<file path="src/rtl/rx_ltssm_pkg.sv">
// Shared LTSSM definitions: state encodings (common with the TX LTSSM),
// ordered-set type codes, PAD symbol and consecutive-OS thresholds.
package ltssm_pkg;

  typedef enum logic [3:0] {
    DETECT_QUIET   = 4'b0000,
    DETECT_ACTIVE  = 4'b0001,
    POLLING_ACTIVE = 4'b0010,
    POLLING_CONFIG = 4'b0011,
    CFG_LW_START   = 4'b0100,
    CFG_LW_ACCEPT  = 4'b0101,
    CFG_LN_WAIT    = 4'b0110,
    CFG_LN_ACTIVE  = 4'b0111,
    CFG_COMPLETE   = 4'b1000,
    CFG_IDLE       = 4'b1001,
    L0             = 4'b1010,
    IDLE           = 4'b1111
  } ltssm_state_e;

  typedef enum logic [1:0] {
    OS_TS1   = 2'b00,
    OS_TS2   = 2'b01,
    OS_IDLE  = 2'b10,
    OS_OTHER = 2'b11
  } os_type_e;

  localparam logic [7:0] PAD_SYM      = 8'hF7;
  localparam logic [3:0] THRESH_LONG  = 4'd8;
  localparam logic [3:0] THRESH_SHORT = 4'd2;

  // States guarded by the Polling/Configuration timeout.
  function automatic logic is_timed(ltssm_state_e s);
    return s inside {POLLING_ACTIVE, POLLING_CONFIG, CFG_LW_START, CFG_LW_ACCEPT,
                     CFG_LN_WAIT, CFG_LN_ACTIVE, CFG_COMPLETE, CFG_IDLE};
  endfunction

endpackage

</file>
<file path="src/rtl/rx_ltssm_if.sv">
// Bundle between the main LTSSM / OS decoder (master) and the RX LTSSM (slave).
interface rx_ltssm_if
  import ltssm_pkg::*;
#(
  parameter int unsigned LANESNUMBER = 16
);
  ltssm_state_e           SetRXState;
  logic                   RXFinishFlag;
  ltssm_state_e           RXExitTo;
  logic                   OSValid;
  os_type_e               OSType;
  logic [7:0]             RxLinkNum;
  logic [7:0]             RxLaneNum;
  logic [LANESNUMBER-1:0] RxLaneValid;
  logic [7:0]             ReadLinkNum;
  logic [7:0]             WriteLinkNum;
  logic                   WriteLinkNumFlag;

  modport master (
    output SetRXState, OSValid, OSType, RxLinkNum, RxLaneNum, RxLaneValid, ReadLinkNum,
    input  RXFinishFlag, RXExitTo, WriteLinkNum, WriteLinkNumFlag
  );

  modport slave (
    input  SetRXState, OSValid, OSType, RxLinkNum, RxLaneNum, RxLaneValid, ReadLinkNum,
    output RXFinishFlag, RXExitTo, WriteLinkNum, WriteLinkNumFlag
  );
endinterface

</file>
<file path="src/rtl/rx_ltssm_os_consec_counter.sv">
// Consecutive qualifying ordered-set counter: saturates at 15, clears on a
// non-qualifying OS, flags the threshold crossing once until cleared.
module os_consec_counter (
  input  logic       clk_i,
  input  logic       rst_ni,
  input  logic       clear_i,
  input  logic       valid_i,
  input  logic       qualify_i,
  input  logic [3:0] threshold_i,
  input  logic       force_done_i,
  output logic       hit_o,
  output logic       done_o
);
  logic [3:0] count_q, count_d;
  logic       done_q, done_d;
  logic [4:0] count_inc;

  assign count_inc = {1'b0, count_q} + 5'd1;
  assign done_o    = done_q;

  always_comb begin
    hit_o   = !clear_i && valid_i && qualify_i && !done_q &&
              (count_inc == {1'b0, threshold_i});
    count_d = count_q;
    done_d  = done_q;
    if (clear_i) begin
      count_d = '0;
      done_d  = 1'b0;
    end else begin
      if (valid_i) begin
        count_d = qualify_i ? (count_inc[4] ? 4'hF : count_inc[3:0]) : '0;
      end
      if (hit_o || force_done_i) begin
        done_d = 1'b1;
      end
    end
  end

  always_ff @(posedge clk_i or negedge rst_ni) begin
    if (!rst_ni) begin
      count_q <= '0;
      done_q  <= 1'b0;
    end else begin
      count_q <= count_d;
      done_q  <= done_d;
    end
  end
endmodule

</file>
<file path="src/rtl/rx_ltssm.sv">
// RX LTSSM: tracks the commanded state, counts qualifying ordered sets,
// applies the Polling/Config timeout and reports the exit with a one-cycle pulse.
module rx_ltssm
  import ltssm_pkg::*;
#(
  parameter int unsigned DEVICETYPE     = 0,
  parameter logic [23:0] TIMEOUT_CYCLES = 24'd6000000,
  parameter logic [7:0]  PAD            = PAD_SYM
) (
  input logic       Pclk,
  input logic       Reset,
  rx_ltssm_if.slave bus
);
  localparam bit UPSTREAM = (DEVICETYPE == 32'd1);

  ltssm_state_e state_q;
  logic         changed;

  logic         os_vld_q;
  os_type_e     os_type_q;
  logic [7:0]   os_link_q, os_lane_q;

  logic [23:0]  to_q, to_d;
  logic         timed, to_fire;

  logic         counting, qualify, capture;
  logic [3:0]   threshold;
  ltssm_state_e target;
  logic         os_hit, done;

  logic         finish_q, wflag_q;
  ltssm_state_e exit_q;
  logic [7:0]   wlink_q;

  logic link_pad, lane_pad, link_rd, is_ts1, is_ts2;

  assign changed  = (bus.SetRXState != state_q);
  assign link_pad = (os_link_q == PAD);
  assign lane_pad = (os_lane_q == PAD);
  assign link_rd  = (os_link_q == bus.ReadLinkNum);
  assign is_ts1   = (os_type_q == OS_TS1);
  assign is_ts2   = (os_type_q == OS_TS2);

  always_comb begin
    counting  = 1'b1;
    qualify   = 1'b0;
    capture   = 1'b0;
    threshold = THRESH_LONG;
    target    = DETECT_QUIET;
    case (state_q)
      POLLING_ACTIVE: begin
        qualify = (is_ts1 || is_ts2) && link_pad && lane_pad;
        target  = POLLING_CONFIG;
      end
      POLLING_CONFIG: begin
        qualify = is_ts2 && link_pad && lane_pad;
        target  = CFG_LW_START;
      end
      CFG_LW_START: begin
        qualify   = is_ts1 && !link_pad && (UPSTREAM || link_rd);
        capture   = UPSTREAM;
        threshold = THRESH_SHORT;
        target    = CFG_LW_ACCEPT;
      end
      CFG_LW_ACCEPT: begin
        counting  = UPSTREAM;
        qualify   = is_ts1 && link_rd && !lane_pad;
        threshold = THRESH_SHORT;
        target    = CFG_LN_WAIT;
      end
      CFG_LN_WAIT: begin
        qualify   = is_ts1 && link_rd && !lane_pad;
        threshold = THRESH_SHORT;
        target    = CFG_LN_ACTIVE;
      end
      CFG_LN_ACTIVE: begin
        qualify   = is_ts2 && link_rd;
        threshold = THRESH_SHORT;
        target    = CFG_COMPLETE;
      end
      CFG_COMPLETE: begin
        qualify = is_ts2 && link_rd && !lane_pad;
        target  = CFG_IDLE;
      end
      CFG_IDLE: begin
        qualify = (os_type_q == OS_IDLE);
        target  = L0;
      end
      default: counting = 1'b0;
    endcase
  end

  assign timed   = is_timed(state_q);
  assign to_d    = (changed || !timed) ? '0 : to_q + 24'd1;
  assign to_fire = timed && !changed && !done && (to_q == TIMEOUT_CYCLES - 24'd1);

  // The counter evaluates the OS registered one cycle earlier; an OS offered
  // in a state-change cycle never enters that register.
  os_consec_counter u_cnt (
    .clk_i        (Pclk),
    .rst_ni       (Reset),
    .clear_i      (changed),
    .valid_i      (os_vld_q && counting),
    .qualify_i    (qualify),
    .threshold_i  (threshold),
    .force_done_i (to_fire),
    .hit_o        (os_hit),
    .done_o       (done)
  );

  always_ff @(posedge Pclk or negedge Reset) begin
    if (!Reset) begin
      state_q   <= IDLE;
      os_vld_q  <= 1'b0;
      os_type_q <= OS_TS1;
      os_link_q <= '0;
      os_lane_q <= '0;
      to_q      <= '0;
      finish_q  <= 1'b0;
      exit_q    <= DETECT_QUIET;
      wflag_q   <= 1'b0;
      wlink_q   <= '0;
    end else begin
      state_q   <= bus.SetRXState;
      os_vld_q  <= bus.OSValid && !changed;
      os_type_q <= bus.OSType;
      os_link_q <= bus.RxLinkNum;
      os_lane_q <= bus.RxLaneNum;
      to_q      <= to_d;
      finish_q  <= os_hit || to_fire;
      if (os_hit) begin
        exit_q <= target;
      end else if (to_fire) begin
        exit_q <= DETECT_QUIET;
      end
      wflag_q <= os_hit && capture;
      if (os_hit && capture) begin
        wlink_q <= os_link_q;
      end
    end
  end

  assign bus.RXFinishFlag     = finish_q;
  assign bus.RXExitTo         = exit_q;
  assign bus.WriteLinkNum     = wlink_q;
  assign bus.WriteLinkNumFlag = wflag_q;
endmodule

</file>
<file path="src/flat_wrapper.sv">
// flat-port wrapper written by rule: the top's interface ports become plain ports
module rx_ltssm_flat import ltssm_pkg::*;
#(
  parameter int unsigned DEVICETYPE     = 0,
  parameter logic [23:0] TIMEOUT_CYCLES = 24'd6000000,
  parameter logic [7:0]  PAD            = PAD_SYM
)
  (Pclk, Reset, bus_SetRXState, bus_OSValid, bus_OSType, bus_RxLinkNum, bus_RxLaneNum, bus_RxLaneValid, bus_ReadLinkNum, bus_RXFinishFlag, bus_RXExitTo, bus_WriteLinkNum, bus_WriteLinkNumFlag);
  rx_ltssm_if #(.LANESNUMBER(16)) bus_i ();
  input logic Pclk;
  input logic Reset;
  input wire logic [$bits(bus_i.SetRXState)-1:0] bus_SetRXState;
  input wire logic [$bits(bus_i.OSValid)-1:0] bus_OSValid;
  input wire logic [$bits(bus_i.OSType)-1:0] bus_OSType;
  input wire logic [$bits(bus_i.RxLinkNum)-1:0] bus_RxLinkNum;
  input wire logic [$bits(bus_i.RxLaneNum)-1:0] bus_RxLaneNum;
  input wire logic [$bits(bus_i.RxLaneValid)-1:0] bus_RxLaneValid;
  input wire logic [$bits(bus_i.ReadLinkNum)-1:0] bus_ReadLinkNum;
  output wire logic [$bits(bus_i.RXFinishFlag)-1:0] bus_RXFinishFlag;
  output wire logic [$bits(bus_i.RXExitTo)-1:0] bus_RXExitTo;
  output wire logic [$bits(bus_i.WriteLinkNum)-1:0] bus_WriteLinkNum;
  output wire logic [$bits(bus_i.WriteLinkNumFlag)-1:0] bus_WriteLinkNumFlag;
  assign bus_i.SetRXState = bus_SetRXState;
  assign bus_i.OSValid = bus_OSValid;
  assign bus_i.OSType = bus_OSType;
  assign bus_i.RxLinkNum = bus_RxLinkNum;
  assign bus_i.RxLaneNum = bus_RxLaneNum;
  assign bus_i.RxLaneValid = bus_RxLaneValid;
  assign bus_i.ReadLinkNum = bus_ReadLinkNum;
  assign bus_RXFinishFlag = bus_i.RXFinishFlag;
  assign bus_RXExitTo = bus_i.RXExitTo;
  assign bus_WriteLinkNum = bus_i.WriteLinkNum;
  assign bus_WriteLinkNumFlag = bus_i.WriteLinkNumFlag;
  rx_ltssm #(.DEVICETYPE(DEVICETYPE), .TIMEOUT_CYCLES(TIMEOUT_CYCLES), .PAD(PAD)) u_core (.Pclk(Pclk), .Reset(Reset), .bus(bus_i));
endmodule
</file>
<file path="config.mk">
export PLATFORM = sky130hd
export DESIGN_NAME = rx_ltssm_flat
export DESIGN_NICKNAME = d
export VERILOG_FILES = /design/src/rtl/rx_ltssm_pkg.sv /design/src/rtl/rx_ltssm_if.sv /design/src/rtl/rx_ltssm_os_consec_counter.sv /design/src/rtl/rx_ltssm.sv /design/src/flat_wrapper.sv
export SDC_FILE = /design/constraint.sdc
export NUM_CORES = 1
export LEC_CHECK = 0
export CORE_MARGIN = 8
export CORE_UTILIZATION = 52
export CTS_BUF_LIST = sky130_fd_sc_hd__clkbuf_8
export DETAILED_ROUTE_END_ITERATION = 8
export GPL_ROUTABILITY_DRIVEN = 0
export PLACE_DENSITY_LB_ADDON = 0.2
export SYNTH_ARGS = -nofsm -noshare
export SYNTH_HDL_FRONTEND = slang
export SYNTH_HIERARCHICAL = 1
export SYNTH_SLANG_ARGS = --single-unit
</file>
<file path="constraint.sdc">
create_clock -name Pclk -period 3.8 [get_ports Pclk]
set_input_delay 0.38 -clock Pclk [delete_from_list [all_inputs] [get_ports Pclk]]
set_output_delay 0.38 -clock Pclk [all_outputs]
set_load 0.02 [all_outputs]
</file>
* Word level (Yosys, flattened, before mapping)
Index checks and enable logic that the tools add are counted.
** Cells by class
- Eq/ne operators :: 16
- Multiplexer cells :: 13
- $add $sub $neg :: 2
- Reduce and logical (&&, ||, !) cells :: 35
** Operators by type and width (number)
- $pmux 4 s8 :: 1
- $mux 4 :: 7
- $add 24x1->24 const B :: 1
- $eq 24x23->1 const B :: 1
- $mux 24 :: 1
- $logic_and 1x1->1 :: 19
- $eq 4x3->1 const B :: 4
- $eq 8x8->1 const B :: 2
- $eq 4x2->1 const B :: 2
- $eq 4x4->1 const B :: 2
- $eq 8x8->1 :: 1
- $reduce_bool 8->1 :: 1
- $pmux 1 s7 :: 1
- $reduce_or 7->1 :: 1
- $reduce_bool 2->1 :: 3
- $add 4x1->5 const B :: 1
- $eq 5x4->1 :: 1
- $logic_not 1->1 :: 5
- $ne 4x4->1 :: 1
- $reduce_or 4->1 :: 1
- $logic_or 1x1->1 :: 3
- $mux 1 :: 3
- $eq 2x1->1 const B :: 1
- $eq 2x2->1 const B :: 1
- other kinds (2) :: 2
** Storage, ports and cells
- Input bits :: 49
- Output and inout port bits :: 14
- Register bits :: 57
- Word-level logic and storage cells :: 76

* Longest topological paths before layout
- Depth in word-level cells :: 11
- Depth in mapped cells :: 12
- Gate-level depth less buffers :: 11

* Hierarchy
The synthesis kept the hierarchy.
** By module, submodules not included
- rx_ltssm :: cells an instance 242, area an instance 2517.4 um2, sequential area each 1306.3 um2, instances 1
- os_consec_counter :: cells an instance 35, area an instance 341.6 um2, sequential area each 125.1 um2, instances 1

* Least setup slack after synthesis
Ideal clock, no wire load.
- Path type :: reg2reg
- Start point :: register u_core.state_q[2]
- End point :: register u_core.exit_q[0], in the netlist u_core/bus.RXExitTo[0]
- Slack :: 0.562 ns
- Cell stages (with the launch flop) :: 12
- Data arrival time :: 3.117 ns
- Required time :: 3.679 ns
- Setup time :: 0.121 ns
- Buffers on the path :: 0
- Path through :: dfstp_2 > nor2b_1 > inv_1 > or3_1 > a211oi_1 > a21oi_1 > o211ai_1 > nand4bb_1 > or4_1 > nor3_1 > nor2_2 > a32o_2
** On the way
- Elaborated cells on any way between the ends :: 29
- Those cells by class :: 10 x eq/ne; 5 x mux; 14 x reduce/logical
** RTL lines
- start: declaration :: RTL line rx_ltssm.sv:16 : ltssm_state_e state_q;
- start signal: assignment :: RTL line rx_ltssm.sv:124 : state_q <= bus.SetRXState;
- $eq 4x3->1 :: RTL line rx_ltssm.sv:50 : case (state_q)
- $reduce_or 4->1 (no source line) (*)
- $mux 4 (*) :: RTL line rx_ltssm.sv:50
- net u_core.threshold[1] :: RTL line rx_ltssm.sv:27 : logic [3:0] threshold;
- $eq 5x4->1 (*) :: RTL line rx_ltssm_os_consec_counter.sv:23 : (count_inc == {1'b0, threshold_i});
- $logic_and 1x1->1 (*) :: RTL line rx_ltssm_os_consec_counter.sv:22 : hit_o = !clear_i && valid_i && qualify_i && !done_q &&
- net u_core.os_hit :: RTL line rx_ltssm.sv:29 : logic os_hit, done;
- $mux 4 / $reduce_bool 2->1 (equally long branches)
- end signal: assignment :: RTL line rx_ltssm.sv:132 : exit_q <= target;
- end: declaration :: RTL line rx_ltssm.sv:32 : ltssm_state_e exit_q;
The timed path passes the listed nets; every way through them passes the cells marked *.
A chain may end at the register's enable or synchronous reset.

* Worst setup path in the final report
Same ends and word-level chain as after synthesis.

==> reports/qor.csv <==
metric;value;unit
status;finished, final reports clean;
Slew Limit Fails;0;
DRT Wirelength;5.74;mm
final-stage net count;370;
top post-synthesis cells by area;dfrtp_1 46%, xor2_1 8.6%, nor2_1 5.1%;
ratio of cells with drive above 1 in the final layout;0.102;
TritonCTS buffer count;9;
MaxCap Viol Count;0;
Tmin final;3500;ps
post-route setup slack;297;ps
Detail Route Antenna Nets;0;
initial antenna violation count;0;
die area;8130;µm²
via count;2042;
RSZ-0062 raised after global routing;no;
Final HPWL DP;4.16;mm
Synth Warn #;6;
# Post-CTS Setup Buffers;0;
Mapped Cells;277;
Pre-antenna DRT Iters;4;
die height;90.2;µm
Max-slew headroom;0.439;
DP Worst Slack;319;ps
Worst Setup End Kind;flip-flop;
global route total overflow;0;
Area Overhead vs Synth;21.4;%
Clock Power Share;0.454;
leakage;1.38;nW
Final TNS setup;0;ps
Core Box Area;5410;µm²
ANT cells;0;
Tightest Hold Check Type;in2async;
worst reg2reg path startpoint;u_core/state_q[2]$_DFF_PN1_;
worst-path cell chain;nor2b_1 -> inv_1 -> or3_1 -> a211oi_1 -> a21oi_1 -> o211ai_1 -> nand4bb_1 -> or4_1 -> nor3_1 -> buf_4 -> nor2_2 -> a32o_2;
clk buf depth;2;
IO Port Bufs;37;
Seq pwr share;0.477;
switching share of power;0.226;
Power Density;384;nW/µm²
1st-iter DRT viols;102;
post-synthesis sequential area ratio;0.501;
final hold viol count;0;
clk slew on worst S/H paths;70;ps
Avg Cell Area, Syn;10.3;µm²
CTS Hold Bufs;0;
via/cell ratio;5.16;
Cell variety after synth;50;
Post-synth top cells;53 x dfrtp_1, 39 x nor2_1, 28 x xor2_1;
Critical Path Slowest Stage Cell;dfstp_2;
most frequent cell after synthesis;dfrtp_1;
asr flop ratio synth;1.00;
worst ir drop on vdd;0.253;mV
Tot GR Track Use;0.151;
Tcrit/Tclk final;0.922;
max incr delay on CP;640;ps
top cell type's share of synthesized area;0.464;
post-CTS sizing;0;
worst skew pair latency;340;ps
CTS tree;built;
critical path class;reg2reg;
row cnt;27;
post-layout util;0.642;
Synth area leader;dfrtp_1;
combinational share of power;0.069;
fill count;461;
DRC;0;
#FFs+latches synth;57;
Crit. Startpoint;u_core/state_q[2]$_DFF_PN1_;
CP startpoint kind;flip-flop;
global-route wire length before repair;9.94;mm
H-tree level count;3;
top_reg_cell synth;dfrtp_1;
net load switching power;301;µW
effective utilization at floorplan;0.529;
internal power;1.03;mW
Clock Tree Root;clkbuf_8;
Tightest Pin Transition;842;ps
largest net degree at the start of global routing;35;
Setup violations, final;0;
vias in the first global route;2062;
Die W;90.2;µm
WP data required;4030;ps
crit path max fanout;11;
f_max;0.285;GHz
Cell Area, Synth;2860;µm²
Post-synth EDFFs;0;
DR WL/cell;14.5;µm
Worst Path Arrival;3730;ps
TritonCTS Sinks;57;
IO Count;63;
Layout Skew;10.8;ps
==> flip-flops by register name, indices dropped and copies added (netlist names) <==
| signal | count |
|---|---|
| u_core/os_vld_q | 1 |
| u_core/bus.RXFinishFlag | 1 |
| u_core/bus.RXExitTo | 4 |
| u_core/os_link_q | 8 |
| u_core/u_cnt/count_q | 4 |
| u_core/os_lane_q | 8 |
| u_core/os_type_q | 2 |
| u_core/to_q | 24 |
| u_core/state_q | 4 |
| u_core/u_cnt/done_o | 1 |
==> worst paths after layout <==
check                           cells after the start                                 end  slack (ps)
max in group asynchronous                           2         u_core/state_q[1]$_DFF_PN1_        2930
min in group Pclk                                   1       u_core/os_type_q[1]$_DFF_PN0_         470
worst min-delay path                                1   u_core/bus.RXFinishFlag$_DFF_PN0_          10
worst max-delay path                               12  u_core/bus.RXExitTo[0]$_DFFE_PN0P_         300
worst max register to register                     12  u_core/bus.RXExitTo[0]$_DFFE_PN0P_         300
worst min register to register                      1  u_core/bus.RXExitTo[2]$_DFFE_PN0P_         500
==> layout by cell type (no fill, tap or decap), drive strengths merged, types with 4 or more instances in the layout <==
master,instances
conb,11
xor2,28
nand4,9
nor4b,4
xnor2,15
nand2,17
a21oi,6
inv,9
clkdlybuf4s50,36
nor3,5
o21ai,8
dfrtp,53
nand2b,4
nor4,5
nor2,40
dfstp,4
nand3,15
clkbuf,9
and3,4
==> area by class of cell <==
cell class	instances	area, µm²	share of cell area
Tap cell	72	90.1	0.0260
Clock inverter	7	87.6	0.0252
Timing Repair Buffer	39	380	0.110
Sequential cell	57	1430	0.413
Multi-Input combinational cell	205	1330	0.383
Clock buffer	9	124	0.0357
Inverter	7	26.3	0.00757
==> power groups by stage <==
stage | sequential [mW] | combinational (mW) | clock (mW)
CTS | 0.634 | 0.0930 | 0.618
finish | 0.635 | 0.0923 | 0.604
global placement | 0.645 | 0.0917 | 0
global route | 0.636 | 0.102 | 0.646
detailed placement | 0.646 | 0.0924 | 0
floorplan | 0.638 | 0.0527 | 0
==> worst max-delay path, delay by kind of cell, from the launching register on <==
family	cells	cell delay (ps)
AND/OR/NAND/NOR	6	1570
AO/OA/AOI/OAI	4	880
flip-flops	1	640
buffers and inverters	2	310
==> through the flow <==
stage / total power, mW / cell area [µm²] / hold WS (ps) / cells
after CTS: 1.35 / 3470 / 23.7 / 396
after global placement: 0.737 / 3260 / 394 / 380
after global routing: 1.38 / 3470 / 43.3 / 396
after detailed placement: 0.738 / 3260 / 392 / 380
after floorplan: 0.690 / 2900 / 84.4 / 287
final: 1.33 / 3470 / 11.0 / 396
==> per-layer routing <==
metal / wire length [µm] / vias to the layer above / part of all wire / GRT usage
met5: 0 / - / 0 / 0
met4: 144 / 0 / 0.025 / 0.0721
met3: 254 / 12 / 0.044 / 0.0507
met2: 2830 / 40 / 0.49 / 0.237
met1: 2500 / 971 / 0.44 / 0.183
li1: - / 1019 / - / -
==> logic make-up (layout without fill, tap and decap cells) <==
family / after synthesis / after routing / synth area share
AND/OR/NAND/NOR: 122 / 122 / 0.239
flip-flops: 57 / 57 / 0.501
other: 1 / 11 / 0.00131
adder cells (fa/ha/maj): 2 / 2 / 0.00875
XOR/XNOR: 43 / 43 / 0.132
AO/OA/AOI/OAI: 27 / 27 / 0.0709
buffers and inverters: 25 / 62 / 0.0473
No activity file was read; power rests on OpenSTA's default activity.
